--- src/rtl/fetch_predict_if.sv ---
// Bundle between the fetch stage and the rest of the pipeline. Carries ID/EX branch
// information in, and instruction-memory addressing, prediction and perf counters out.
interface fetch_predict_if #(
    parameter int XLEN      = 32,
    parameter int CNT_WIDTH = 16
);
    logic                 ID_branch;
    logic                 ID_unconditional_jmp;
    logic [XLEN-1:0]      ID_imme;
    logic                 EX_branch;
    logic                 EX_unconditional_jmp;
    logic                 EX_zero;
    logic                 EX_stall;
    logic [XLEN-1:0]      inst_mem_read_addr;
    logic                 inst_mem_read_enable;
    logic                 IF_take;
    logic                 IF_flush;
    logic [CNT_WIDTH-1:0] perf_branch_count;
    logic [CNT_WIDTH-1:0] perf_mispredict_count;

    modport master (
        input  ID_branch, ID_unconditional_jmp, ID_imme,
        input  EX_branch, EX_unconditional_jmp, EX_zero, EX_stall,
        output inst_mem_read_addr, inst_mem_read_enable, IF_take, IF_flush,
        output perf_branch_count, perf_mispredict_count
    );

    modport slave (
        output ID_branch, ID_unconditional_jmp, ID_imme,
        output EX_branch, EX_unconditional_jmp, EX_zero, EX_stall,
        input  inst_mem_read_addr, inst_mem_read_enable, IF_take, IF_flush,
        input  perf_branch_count, perf_mispredict_count
    );
endinterface

--- src/rtl/fetch_predict.sv ---
// Instruction-fetch stage: owns the PC, predicts ID branches from a tagged direct-mapped
// table of 2-bit counters, trains/redirects on EX resolution and counts branches.
module fetch_predict #(
    parameter int              XLEN         = 32,
    parameter int              BHT_IDX_BITS = 6,
    parameter bit              DEFAULT_TAKE = 1'b1,
    parameter logic [XLEN-1:0] RESET_PC     = '0,
    parameter int              CNT_WIDTH    = 16
) (
    input logic              clk,
    input logic              reset,
    fetch_predict_if.master  bus
);
    localparam int ENTRIES = 1 << BHT_IDX_BITS;
    localparam int TAG_W   = XLEN - BHT_IDX_BITS - 2;

    typedef logic [BHT_IDX_BITS-1:0] idx_t;
    typedef logic [TAG_W-1:0]        tag_t;

    logic [XLEN-1:0]      pc_q, pc_d, base_q, base_d, imme_q, imme_d;
    logic                 pred_q, pred_d;
    logic [ENTRIES-1:0]   valid_q, valid_d;
    tag_t                 tag_q [ENTRIES];
    logic [1:0]           ctr_q [ENTRIES];
    logic [CNT_WIDTH-1:0] br_cnt_q, br_cnt_d, mis_cnt_q, mis_cnt_d;

    logic [XLEN-1:0] pc_jmp;
    idx_t            lk_idx, tr_idx;
    tag_t            lk_tag, tr_tag;
    logic            lk_hit, lk_pred, tr_hit;
    logic            res, mis;
    logic [1:0]      ctr_wdata;

    // Lookup for the branch now in ID (fetched one slot before the current pc).
    assign pc_jmp  = pc_q - XLEN'(4);
    assign lk_idx  = pc_jmp[BHT_IDX_BITS+1:2];
    assign lk_tag  = pc_jmp[XLEN-1:BHT_IDX_BITS+2];
    assign lk_hit  = valid_q[lk_idx] && (tag_q[lk_idx] == lk_tag);
    assign lk_pred = lk_hit ? ctr_q[lk_idx][1] : DEFAULT_TAKE;

    assign tr_idx  = base_q[BHT_IDX_BITS+1:2];
    assign tr_tag  = base_q[XLEN-1:BHT_IDX_BITS+2];
    assign tr_hit  = valid_q[tr_idx] && (tag_q[tr_idx] == tr_tag);

    assign res = bus.EX_branch && !bus.EX_unconditional_jmp && !bus.EX_stall;
    assign mis = res && (pred_q != bus.EX_zero);

    always_comb begin
        // NOTE: every comb output gets a default first so no path leaves it unassigned (no latch).
        valid_d   = valid_q;
        ctr_wdata = bus.EX_zero ? 2'b10 : 2'b01;
        if (tr_hit) begin
            if (bus.EX_zero) ctr_wdata = (ctr_q[tr_idx] == 2'b11) ? 2'b11 : ctr_q[tr_idx] + 2'd1;
            else             ctr_wdata = (ctr_q[tr_idx] == 2'b00) ? 2'b00 : ctr_q[tr_idx] - 2'd1;
        end
        if (res) valid_d[tr_idx] = 1'b1;

        br_cnt_d  = (res && br_cnt_q  != '1) ? br_cnt_q  + CNT_WIDTH'(1) : br_cnt_q;
        mis_cnt_d = (mis && mis_cnt_q != '1) ? mis_cnt_q + CNT_WIDTH'(1) : mis_cnt_q;
    end

    // Redirect priority: stall, EX mispredict, ID conditional, ID jump, sequential.
    always_comb begin
        pc_d   = pc_q;
        base_d = base_q;
        imme_d = imme_q;
        pred_d = pred_q;
        if (!bus.EX_stall) begin
            if (mis) begin
                pc_d = pred_q ? base_q + XLEN'(4) : base_q + imme_q;
            end else if (bus.ID_branch && !bus.ID_unconditional_jmp) begin
                pc_d   = lk_pred ? pc_jmp + bus.ID_imme : pc_jmp + XLEN'(4);
                base_d = pc_jmp;
                imme_d = bus.ID_imme;
                pred_d = lk_pred;
            end else if (bus.ID_unconditional_jmp) begin
                pc_d = pc_q + bus.ID_imme;
            end else begin
                pc_d = pc_q + XLEN'(4);
            end
        end
    end

    always_ff @(posedge clk or posedge reset) begin
        // NOTE: sequential state uses non-blocking assignment so all flops sample pre-edge values.
        if (reset) begin
            pc_q      <= RESET_PC;
            base_q    <= '0;
            imme_q    <= '0;
            pred_q    <= 1'b0;
            valid_q   <= '0;
            br_cnt_q  <= '0;
            mis_cnt_q <= '0;
        end else begin
            pc_q      <= pc_d;
            base_q    <= base_d;
            imme_q    <= imme_d;
            pred_q    <= pred_d;
            valid_q   <= valid_d;
            br_cnt_q  <= br_cnt_d;
            mis_cnt_q <= mis_cnt_d;
        end
    end

    // NOTE: tag/counter storage is deliberately not reset; valid_q alone qualifies every read.
    always_ff @(posedge clk) begin
        if (res) begin
            tag_q[tr_idx] <= tr_tag;
            ctr_q[tr_idx] <= ctr_wdata;
        end
    end

    assign bus.inst_mem_read_addr    = pc_q;
    assign bus.inst_mem_read_enable  = 1'b1;
    assign bus.IF_take               = pred_q;
    assign bus.IF_flush              = mis;
    assign bus.perf_branch_count     = br_cnt_q;
    assign bus.perf_mispredict_count = mis_cnt_q;
endmodule

--- src/flat_wrapper.sv ---
// flat-port wrapper written by rule: the top's interface ports become plain ports
module fetch_predict_flat 
#(
    parameter int              XLEN         = 32,
    parameter int              BHT_IDX_BITS = 6,
    parameter bit              DEFAULT_TAKE = 1'b1,
    parameter logic [XLEN-1:0] RESET_PC     = '0,
    parameter int              CNT_WIDTH    = 16
)
  (clk, reset, bus_ID_branch, bus_ID_unconditional_jmp, bus_ID_imme, bus_EX_branch, bus_EX_unconditional_jmp, bus_EX_zero, bus_EX_stall, bus_inst_mem_read_addr, bus_inst_mem_read_enable, bus_IF_take, bus_IF_flush, bus_perf_branch_count, bus_perf_mispredict_count);
  fetch_predict_if #(.XLEN(XLEN), .CNT_WIDTH(CNT_WIDTH)) bus_i ();
  input logic clk;
  input logic reset;
  input wire logic [$bits(bus_i.ID_branch)-1:0] bus_ID_branch;
  input wire logic [$bits(bus_i.ID_unconditional_jmp)-1:0] bus_ID_unconditional_jmp;
  input wire logic [$bits(bus_i.ID_imme)-1:0] bus_ID_imme;
  input wire logic [$bits(bus_i.EX_branch)-1:0] bus_EX_branch;
  input wire logic [$bits(bus_i.EX_unconditional_jmp)-1:0] bus_EX_unconditional_jmp;
  input wire logic [$bits(bus_i.EX_zero)-1:0] bus_EX_zero;
  input wire logic [$bits(bus_i.EX_stall)-1:0] bus_EX_stall;
  output wire logic [$bits(bus_i.inst_mem_read_addr)-1:0] bus_inst_mem_read_addr;
  output wire logic [$bits(bus_i.inst_mem_read_enable)-1:0] bus_inst_mem_read_enable;
  output wire logic [$bits(bus_i.IF_take)-1:0] bus_IF_take;
  output wire logic [$bits(bus_i.IF_flush)-1:0] bus_IF_flush;
  output wire logic [$bits(bus_i.perf_branch_count)-1:0] bus_perf_branch_count;
  output wire logic [$bits(bus_i.perf_mispredict_count)-1:0] bus_perf_mispredict_count;
  assign bus_i.ID_branch = bus_ID_branch;
  assign bus_i.ID_unconditional_jmp = bus_ID_unconditional_jmp;
  assign bus_i.ID_imme = bus_ID_imme;
  assign bus_i.EX_branch = bus_EX_branch;
  assign bus_i.EX_unconditional_jmp = bus_EX_unconditional_jmp;
  assign bus_i.EX_zero = bus_EX_zero;
  assign bus_i.EX_stall = bus_EX_stall;
  assign bus_inst_mem_read_addr = bus_i.inst_mem_read_addr;
  assign bus_inst_mem_read_enable = bus_i.inst_mem_read_enable;
  assign bus_IF_take = bus_i.IF_take;
  assign bus_IF_flush = bus_i.IF_flush;
  assign bus_perf_branch_count = bus_i.perf_branch_count;
  assign bus_perf_mispredict_count = bus_i.perf_mispredict_count;
  fetch_predict #(.XLEN(XLEN), .BHT_IDX_BITS(BHT_IDX_BITS), .DEFAULT_TAKE(DEFAULT_TAKE), .RESET_PC(RESET_PC), .CNT_WIDTH(CNT_WIDTH)) u_core (.clk(clk), .reset(reset), .bus(bus_i));
endmodule
--- config.mk ---
export PLATFORM = sky130hd
export DESIGN_NAME = fetch_predict_flat
export DESIGN_NICKNAME = d
export VERILOG_FILES = /design/src/rtl/fetch_predict_if.sv /design/src/rtl/fetch_predict.sv /design/src/flat_wrapper.sv
export SDC_FILE = /design/constraint.sdc
export NUM_CORES = 2
export LEC_CHECK = 0
export ABC_AREA = 0
export BUFFER_PORTS_ARGS = -buffer_cell sky130_fd_sc_hd__buf_2
export CAP_MARGIN = 20
export CORE_ASPECT_RATIO = 2
export CORE_MARGIN = 8
export CORE_UTILIZATION = 30
export DETAILED_ROUTE_END_ITERATION = 10
export PLACE_DENSITY_LB_ADDON = 0.05
export SLEW_MARGIN = 0
export SYNTH_ARGS = -nofsm -noshare
export SYNTH_HDL_FRONTEND = slang
export SYNTH_SLANG_ARGS = --single-unit
--- constraint.sdc ---
create_clock -name clk -period 14.2 [get_ports clk]
set_clock_uncertainty 0.05 [all_clocks]
set_input_delay 2.13 -clock clk [delete_from_list [all_inputs] [get_ports clk]]
set_output_delay 2.13 -clock clk [all_outputs]
set_load 0.005 [all_outputs]
==> summary.md <==
| Metric | Value |
|---|---|
| Status | complete, no violations |
| Initial Utilization | a little under a third |
| Top Usage Layer GRT | met2 |
| Drc violations | 0 |
| Number of port buffers | 105 |
| Top FF cell, synth | edfxtp_1 |
| Worst VDD drop | 0.1962 mV |
| Root Buffer | clkbuf_16 |
| Reg2reg end | u_core.bus.inst_mem_read_addr[0]$_DFFE_PP0P_ |
| Pre-antenna DRT Iters | 8 |
| Setup_tns | 0 ns |
| Postcts setup bufs | 0 |
| Vias after detailed routing | 69206 |
| Worst Tran Pin Value | 1.288 ns |
| Final Max Tran Viols | 0 |
| Die height | about 800 um |
| Yosys warning count | 0 |
| Max Cap Viol | 0 |
| Met1 GRT Util | approximately 32% |
| Ys async rst share | 10.39% |
| Die area | between 0.3 and 0.4 sq mm |
| Post-synth EDFFs | about 1700 |
| Slew margin rel. | 13.85% |
| Mux contribution to synthesized area | 14.41% |
| CTS sink count | ~1900 |
| Post-DRT Antenna Nets | 0 |
| Final Wtd Congestion | 0.9127 |
| P per Cell Area | about 260 mW/mm^2 |
| GRT met2 Usage | between 50% and 60% |
| Reg-to-Reg Start | u_core.bus.inst_mem_read_addr[2]$_DFFE_PP0P_ |
| Post-Synth Simple-Gate Area | under 10% |
| DIE WIDTH | between 400 and 500 um |
| Worst hold path depth | 1 |
| Final Util | approximately a third |
| Final Critical Period | 8.737 ns |
| Clock Tree Buf Depth | 4 |
| P_leak | roughly 34 nW |
| Hold_buf cts | 0 |
| Post-route cell area | about 0.11 sq mm |
| Register area share after synthesis | roughly 60% |
| Initial antenna violation count | 33 |
| Register-to-Register Path Depth | 19 |
| Grt met3 use | approximately 4.7% |
| Setup violators final | 0 |
| CTS tree | built |
| Wirelength, routed | 541300 um |
| Layout Nets | about 6600 |
| Post-synthesis adder-cell area fraction | between 1 and 1.5% |
| Mapped Area | 0.09207 sq mm |
| GR Util All Layers | roughly a third |
| Row cnt | ~290 |
| Ports | 107 |
| Critical path arrival | 9.52 ns |
| FMAX | between 100 and 150 MHz |
| Avg Cell Area, Syn | 14.53 sq um |
| Clock buffer count from CTS | 190 |
| Synth cell types | between 100 and 150 |
| Post-synthesis xor/xnor area fraction | under 10% |
| Crit end category | flop |
| #FFs+latches synth | 1857 |
| Overall power | between 20 and 30 mW |
| Final hold violations | 0 |
| Share of cells above drive strength 1 | 23.26% |
| Routed len/inst | a little over 50 um |
| Core Area | a little over 0.3 sq mm |
| Critical path class | flop to flop |
| Largest net degree at the start of global routing | 94 |
| Largest family of logic cells by synthesized area | multiplexers |
| Vias in the first global route | 69638 |
| Max FO, Critical Path | between 70 and 80 |
| Htree depth | 4 |
| Via density per instance | 6.471 |
| Critical Path RT | between 10 and 15 ns |
| Syn Inst Count | between 6000 and 7000 |
| Initial DRC Count | between 8000 and 9000 |
| Area grow syn2layout | 14.07% |
| RSZ-0062 raised after global routing | no |
| R2R Setup Slk | around 5.5 ns |
| Compound-Gate Fraction of Synth Area | 12.36% |
| Area after DPL | about 0.1 sq mm |
| Post-Syn Nets | between 6000 and 7000 |
| HPWL after DPL | ~350000 um |
| GRT overflow | 0 |
| Hold WC Path Type | flop to flop |
| Critical Path Start | u_core.bus.inst_mem_read_addr[2]$_DFFE_PP0P_ |
| Period utilization | 61.53% |
| Clk slew on worst S/H paths | about 0.070 ns |
| Post-CTS Resized | 0 |
| First-pass GRT wire length | between 600000 and 700000 um |
| Fill cells | 29444 |
| Clk_lat worst skew | between 0.9 and 1 ns |
| Setup crit end | u_core.bus.inst_mem_read_addr[0]$_DFFE_PP0P_ |
| Crit path launch type | flop |
==> logic make-up (layout without fill, tap and decap cells) <==
| logic type | after synthesis | in the layout |
|---|---|---|
| multiplexers | 745 | 745 |
| AND/OR/NAND/NOR | 1214 | 1214 |
| flip-flops | 1857 | 1857 |
| adder cells (fa/ha/maj) | 104 | 104 |
| AO/OA/AOI/OAI | 1568 | 1568 |
| other | 1 | 16 |
| buffers and inverters | 596 | 892 |
| XOR/XNOR | 252 | 252 |
==> layout by cell type, fill, tap and decap left out, types with 31 or more instances in the layout <==
cell type / count
clkinv_1: 35
edfxtp_1: 1664
inv_1: 101
a222oi_1: 31
a31oi_1: 71
or2_2: 41
a22o_1: 67
ha_1: 101
nand3_1: 144
o21ai_0: 181
a21o_1: 48
o22ai_1: 75
o211ai_1: 47
mux2i_1: 152
clkinv_2: 38
a22oi_1: 370
nand2_1: 281
nor2_4: 69
buf_4: 315
a211oi_1: 32
clkbuf_16: 191
a21oi_1: 195
xor2_1: 80
nor2_1: 177
clkbuf_1: 43
mux4_2: 450
buf_2: 106
nand4_1: 83
dfrtp_1: 163
xnor2_1: 164
a221oi_1: 141
and4_1: 33
nor3_1: 62
mux2_2: 142
and3_1: 60
==> power breakdown <==
part           leakage [nW]  switching (mW)  internal [mW]
registers              17.1           0.431           6.68
clock network          2.87            2.37           2.75
logic                  14.0            10.1           4.58
==> critical path, stage by stage (launching register included) <==
cell and delay [ns]:
dfrtp_4 0.57, inv_2 0.62, ha_4 0.36, xnor2_4 0.13, buf_4 0.77, inv_8 0.42
buf_12 0.44, nor2_1 0.35, buf_4 0.27, nand3_1 0.45, o22ai_1 0.49, nor4_1 0.20
xnor2_1 0.57, o2111ai_1 0.24, nor4_1 0.87, nand3_2 0.17, buf_4 0.38, nand2_1 0.21
a31oi_1 0.32, mux2_2 0.39
==> through the flow <==
step                worst slack [ns]  instances  hold WS (ns)
floorplan                      6.764       6337        0.3870
global placement               4.773      10324        0.4144
detailed placement             5.822      10335        0.4184
CTS                            5.811      10676        0.4398
global route                   5.719      10682        0.4562
finish                         5.463      10694        0.4344
==> state kept, by name, indices dropped and copies added (netlist names) <==
signal / count
u_core.base_q: 32
u_core.bus.IF_take: 1
u_core.bus.inst_mem_read_addr: 32
u_core.bus.perf_branch_count: 16
u_core.bus.perf_mispredict_count: 16
u_core.ctr_q: 128
u_core.imme_q: 32
u_core.tag_q: 1536
u_core.valid_q: 64
==> final cells by class <==
cell class / instances / area, sq um / area share [%]
sequential: 1857 / 54850 / 52.22
multi-input combinational: 3884 / 35560 / 33.86
tap: 4046 / 5062 / 4.820
clock buffer: 237 / 4982 / 4.744
timing repair buffer: 434 / 3154 / 3.003
clock inverter: 104 / 918.4 / 0.8744
inverter: 117 / 464.2 / 0.4420
antenna: 15 / 37.54 / 0.03574
==> how the worst min path moves through the flow <==
stage	start	to	slack, ns
2_1_floorplan	u_core.valid_q[6]$_DFFE_PP0P_	u_core.valid_q[6]$_DFFE_PP0P_	0.39
3_3_place_gp	u_core.valid_q[41]$_DFFE_PP0P_	u_core.valid_q[41]$_DFFE_PP0P_	0.41
3_5_place_dp	u_core.valid_q[41]$_DFFE_PP0P_	u_core.valid_q[41]$_DFFE_PP0P_	0.42
4_1_cts	u_core.valid_q[63]$_DFFE_PP0P_	u_core.valid_q[63]$_DFFE_PP0P_	0.44
5_1_grt	u_core.valid_q[3]$_DFFE_PP0P_	u_core.valid_q[3]$_DFFE_PP0P_	0.46
6_report	u_core.bus.perf_mispredict_count[10]$_DFFE_PP0P_	u_core.bus.perf_mispredict_count[10]$_DFFE_PP0P_	0.43
==> per-layer routing <==
layer | routed length (um) | vias up
met5 | 22 | -
met4 | 59490 | 4
met3 | 34260 | 1437
met2 | 274100 | 4313
met1 | 173300 | 37083
li1 | - | 26369
==> cells in the mapped netlist, types with 68 or more instances <==
library cell	number	area share [%]
o21ai_0	184	1.0
clkbuf_1	274	1.1
dfrtp_1	193	5.2
a21oi_1	196	1.1
a22oi_1	370	3.0
nand3_1	149	0.81
inv_1	104	0.42
mux2i_1	153	1.7
ha_1	102	1.4
xnor2_1	167	1.6
nor3_1	68	0.37
nor2_1	249	1.0
a31oi_1	72	0.49
mux2_2	142	1.7
mux4_2	450	11
edfxtp_1	1664	54
a221oi_1	141	1.3
buf_1	82	0.33
nand4_1	83	0.56
o22ai_1	75	0.51
xor2_1	80	0.76
nand2_1	287	1.2
buf_2	79	0.43
(Power assumes the default switching activity.)
